<file path="config.mk">
export PLATFORM = sky130hd
export DESIGN_NAME = exec_mem_unit
export DESIGN_NICKNAME = d
export VERILOG_FILES = /design/src/rtl/exec_mem_unit.sv
export SDC_FILE = /design/constraint.sdc
export NUM_CORES = 2
export LEC_CHECK = 0
export BUFFER_PORTS_ARGS = -buffer_cell sky130_fd_sc_hd__buf_2
export CAP_MARGIN = 40
export CORE_AREA = 2 2 554 418
export CTS_BUF_LIST = sky130_fd_sc_hd__clkbuf_4 sky130_fd_sc_hd__clkbuf_8 sky130_fd_sc_hd__clkbuf_16
export DETAILED_ROUTE_END_ITERATION = 12
export DIE_AREA = 0 0 556 420
export SLEW_MARGIN = 30
export SYNTH_ARGS = -nofsm -noshare
export SYNTH_HDL_FRONTEND = slang
export SYNTH_SLANG_ARGS = --single-unit
</file>
<file path="constraint.sdc">
create_clock -name clk -period 10.9 [get_ports clk]
set_clock_uncertainty 0.2 [all_clocks]
set_input_delay 2.18 -clock clk [delete_from_list [all_inputs] [get_ports clk]]
set_output_delay 2.18 -clock clk [all_outputs]
set_load 0.02 [all_outputs]
</file>
<file path="src/rtl/exec_mem_unit.sv">
// ---------------------------------------------------------------------------
// exec_mem_unit
//   Execute/memory datapath slice of the single-cycle CPU.
//   - PC incrementer (pc + 4), branch-target adder and next-PC select.
//   - 32-bit ALU. Its result doubles as the data-memory byte address.
//   - Word-organised data memory:
//       - combinational read;
//       - write on the rising clock edge;
//       - asynchronous clear on reset.
//
// Ports
//   clk            in   1   clock; memory write on rising edge
//   rst_n          in   1   asynchronous active-low reset (clears memory)
//   pc             in   32  current program counter
//   imm_ext        in   32  extended immediate, branch offset in words
//   pc_src         in   1   1 = next PC is the branch target
//   alu_a          in   32  ALU operand A
//   alu_b          in   32  ALU operand B
//   alu_ctr        in   4   ALU operation select
//   mem_write      in   1   store enable
//   mem_wdata      in   32  store data
//   pc_plus4       out  32  pc + 4
//   branch_target  out  32  pc_plus4 + (imm_ext << 2)
//   next_pc        out  32  selected next program counter
//   alu_out        out  32  ALU result / memory byte address
//   zero           out  1   alu_out == 0
//   mem_rdata      out  32  memory word addressed by alu_out
// ---------------------------------------------------------------------------
module exec_mem_unit #(
    parameter int DEPTH = 64
) (
    input  logic        clk,
    input  logic        rst_n,
    input  logic [31:0] pc,
    input  logic [31:0] imm_ext,
    input  logic        pc_src,
    input  logic [31:0] alu_a,
    input  logic [31:0] alu_b,
    input  logic [3:0]  alu_ctr,
    input  logic        mem_write,
    input  logic [31:0] mem_wdata,
    output logic [31:0] pc_plus4,
    output logic [31:0] branch_target,
    output logic [31:0] next_pc,
    output logic [31:0] alu_out,
    output logic        zero,
    output logic [31:0] mem_rdata
);

    localparam int AW = $clog2(DEPTH);

    typedef enum logic [3:0] {
        OP_ADD  = 4'd0,
        OP_SUB  = 4'd1,
        OP_AND  = 4'd2,
        OP_OR   = 4'd3,
        OP_XOR  = 4'd4,
        OP_NOR  = 4'd5,
        OP_SLT  = 4'd6,
        OP_SLTU = 4'd7,
        OP_SLL  = 4'd8,
        OP_SRL  = 4'd9,
        OP_SRA  = 4'd10,
        OP_LUI  = 4'd11
    } alu_op_e;

    // ---------------- PC path ----------------
    assign pc_plus4      = pc + 32'd4;
    assign branch_target = pc_plus4 + {imm_ext[29:0], 2'b00};
    assign next_pc       = pc_src ? branch_target : pc_plus4;

    // ---------------- ALU ----------------
    logic [4:0] shamt;
    assign shamt = alu_b[4:0];

    always_comb begin
        alu_out = 32'd0;
        case (alu_op_e'(alu_ctr))
            OP_ADD:  alu_out = alu_a + alu_b;
            OP_SUB:  alu_out = alu_a - alu_b;
            OP_AND:  alu_out = alu_a & alu_b;
            OP_OR:   alu_out = alu_a | alu_b;
            OP_XOR:  alu_out = alu_a ^ alu_b;
            OP_NOR:  alu_out = ~(alu_a | alu_b);
            OP_SLT:  alu_out = {31'd0, $signed(alu_a) < $signed(alu_b)};
            OP_SLTU: alu_out = {31'd0, alu_a < alu_b};
            OP_SLL:  alu_out = alu_a << shamt;
            OP_SRL:  alu_out = alu_a >> shamt;
            OP_SRA:  alu_out = $unsigned($signed(alu_a) >>> shamt);
            OP_LUI:  alu_out = {alu_b[15:0], 16'd0};
            default: alu_out = 32'd0;
        endcase
    end

    assign zero = ~|alu_out;

    // ---------------- Data memory ----------------
    // Byte offset bits and bits above the word index are dropped, so the
    // address space aliases every DEPTH*4 bytes.
    logic [AW-1:0] mem_index;
    assign mem_index = alu_out[AW+1:2];

    // One register per word so the whole array can be cleared
    // asynchronously; the read side is a plain combinational mux.
    logic [31:0] mem_words [DEPTH];

    generate
        for (genvar gi = 0; gi < DEPTH; gi++) begin : g_word
            localparam logic [AW-1:0] WORD_IDX = AW'(gi);
            logic [31:0] word_reg;

            always_ff @(posedge clk or negedge rst_n) begin
                if (!rst_n) begin
                    word_reg <= 32'd0;
                end else if (mem_write && (mem_index == WORD_IDX)) begin
                    word_reg <= mem_wdata;
                end
            end

            assign mem_words[gi] = word_reg;
        end
    endgenerate

    assign mem_rdata = mem_words[mem_index];

endmodule

</file>
==> results.toml <==
[clock_network]
root_buffer = "clkbuf_16"
ctsResizeCount = 0
clk_pin_slew_ns = 0.06
cts_max_level = 4
ctsHoldBuffers = 0
clock_latency_ns = 0.83
cts.sinks = 2048
cts_setup_buffers = 0
numCtsBuffers = 196
cts_tree = "yes"
clockBufferDepth = 4

[finish]
fin_util = 0.5164
seq_area_sq_um = 51250
nets = 9588
area_growth_pct = 12.70
fill_cells = 19800
layout_common_cells = "2048 x dfrtp_1, 1942 x mux2_2, 1173 x nand2_1, 666 x a21oi_1, 446 x a221oi_1"
largest_register_ffs = 2048
drive_gt1_frac = 0.3339
final_common_cell = "dfrtp_1"
multi_input_area_sq_um = 49760

[sta]
rsz0062_at_grt = "no"
hold_viol_final = 0
fmax_mhz = 98.72
slew_headroom = 0.3702
timing.final.crit_share = 0.9294
slew_violations = 0
tightest_slew_ns = 0.9447
fin_setup_tns_ns = 0
layout_min_cycle_time_ns = 10.13
fin_ws_ns = 0.7701
setup_viol = 0
holdWs_ns = 0.2856

[placement]
gp_congestion = 0.9937
hpwlAfterDp_mm = 234.1
dp_slack_ns = 0.8685
numPortBuffers = 318

[pwr]
peakVddDrop_uv = 149.4
power_leakage_uw = 0.05318
powerDensity_nw_per_um2 = 193.5

[floorplan]
die_h_microns = 420
dieWidth_microns = 556
boundaryPins = 329
die-area_sq_um = 233500
coreArea_sq_um = 228000
num_rows = 152
initial_core_util = 0.4582

[critical_path]
cpLargestDelayFamily = "compound AO/OA/AOI/OAI gates"
max_stage_delay_ns = 0.80
path_buf_inv = 4
crit_chain = "buf_2 > nor2b_1 > nand2_1 > nor2_1 > a32o_1 > a211o_1 > a2111oi_4 > buf_4 > nand2_4 > buf_4 > o221ai_1 > a21oi_1 > a21oi_1 > o211a_1 > buf_2"
end_kind = "primary output"
start_kind = "input pin"
crit_slowest_cell = "buf_4"
critPathArrivalTime_ns = 7.75
critPathKind = "input pin to primary output"
worstPathRequired_ns = 8.52
crit_fanout = 35

[grt]
grt_pass1_wl_mm = 543.5
grt_pass1_vias = 79090
grt_max_degree = 185
antenna_found_initial = 19
grtUsageTotal = 0.3102
overflow = 0

[logic_synthesis]
ys_seq_elements = 2048
synth_area_sq_um = 104500
ys_types = 91
postSynth.asyncResetShare = 1.000
syn_nets = 9611
yosysWarnings = 0
synth_ff_type = "dfrtp_1"
avgSynthCellArea_sq_um = 11.23
synth_cells = 9305
seq_area_frac_synth = 0.4905
synth_edf_count = 0

[routing]
vias = 79720
antenna_left = 0
drt-total-wl_mm = 368.1
drc = 0
wl_per_cell_microns = 29.59
drt_iter0_markers = 8336
firstDrtPassIters = 6
via_per_inst = 6.409

[job]
drv_cap = 0

[min_path]
hold_path_class = "flip-flop to flip-flop"

[status]
outcome = "finished clean"
[metrics by stage]
step	area [sq um]	total power, uW	cells
5_1_grt	117700	23810	12440
4_1_cts	117400	22820	12420
6_report	117800	22780	12440
3_3_place_gp	110200	15550	12040
2_1_floorplan	104500	13660	9305
3_5_place_dp	110900	15840	12070
[worst paths after layout]
kind                            slack (ns)                      end                   start  depth (start not counted)
worst min register to register        0.29   g_word[33].word_reg[7]  g_word[33].word_reg[7]                          1
worst min-delay path                  0.29   g_word[33].word_reg[7]  g_word[33].word_reg[7]                          1
worst max-delay path                  0.77            mem_rdata[16]              alu_ctr[2]                         15
worst max register to register        9.88   g_word[33].word_reg[1]  g_word[33].word_reg[1]                          1
max in group asynchronous             7.00   g_word[47].word_reg[9]                   rst_n                          4
min in group asynchronous             0.98  g_word[10].word_reg[20]                   rst_n                          1
[cells in the mapped netlist, types with 48 or more instances]
cell / n / area, sq um
a21oi_1: 666 / 3333
mux2i_1: 141 / 1411
o21ai_0: 135 / 675.7
mux2_2: 1942 / 21870
clkbuf_1: 687 / 2579
ha_1: 135 / 1689
nor3_1: 108 / 540.5
xnor2_1: 51 / 446.7
a221oi_1: 446 / 3906
a22o_1: 53 / 464.2
nor2_1: 303 / 1137
inv_1: 112 / 420.4
nand3_1: 73 / 365.4
a211oi_1: 66 / 495.5
buf_1: 112 / 420.4
o22ai_1: 78 / 488.0
buf_2: 109 / 545.5
mux2_1: 140 / 1577
o221ai_1: 113 / 989.7
mux4_2: 48 / 1081
nand2_1: 1177 / 4418
dfrtp_1: 2048 / 51250
[power breakdown]
part | internal, uW | switching, uW | total (uW)
sequential | 9290 | 846 | 10100
combinational | 2480 | 3150 | 5630
clock | 4010 | 3000 | 7010
[kinds of logic after synthesis]
logic type                 after synthesis  share of synthesized area
DFF                                   2048                     0.4905
xor gates and xnor gates                70                   0.005868
buffers and inverters                 1041                    0.03935
and+or+nand+nor                       1867                    0.07520
muxes                                 2272                     0.2484
adders and majority gates              138                    0.01674
AOI/OAI and AO/OA                     1869                     0.1240
[per-layer routing]
layer	part of all wire	track usage	wire [microns]
met1	0.46	0.4647	168700
met5	0.00019	0	70
met3	0.086	0.06420	31800
met2	0.43	0.4524	156700
met4	0.029	0.08381	10790
[final cells by class]
type / count / area share
Antenna cell: 7 / 0.0001488
Clock buffer: 297 / 0.05134
Clock inverter: 49 / 0.004091
Inverter: 120 / 0.003953
Multi-Input combinational cell: 6216 / 0.4226
Sequential cell: 2048 / 0.4352
Tap cell: 3003 / 0.03191
Timing Repair Buffer: 700 / 0.05073
Note: power is estimated with default switching activity, not from simulation.
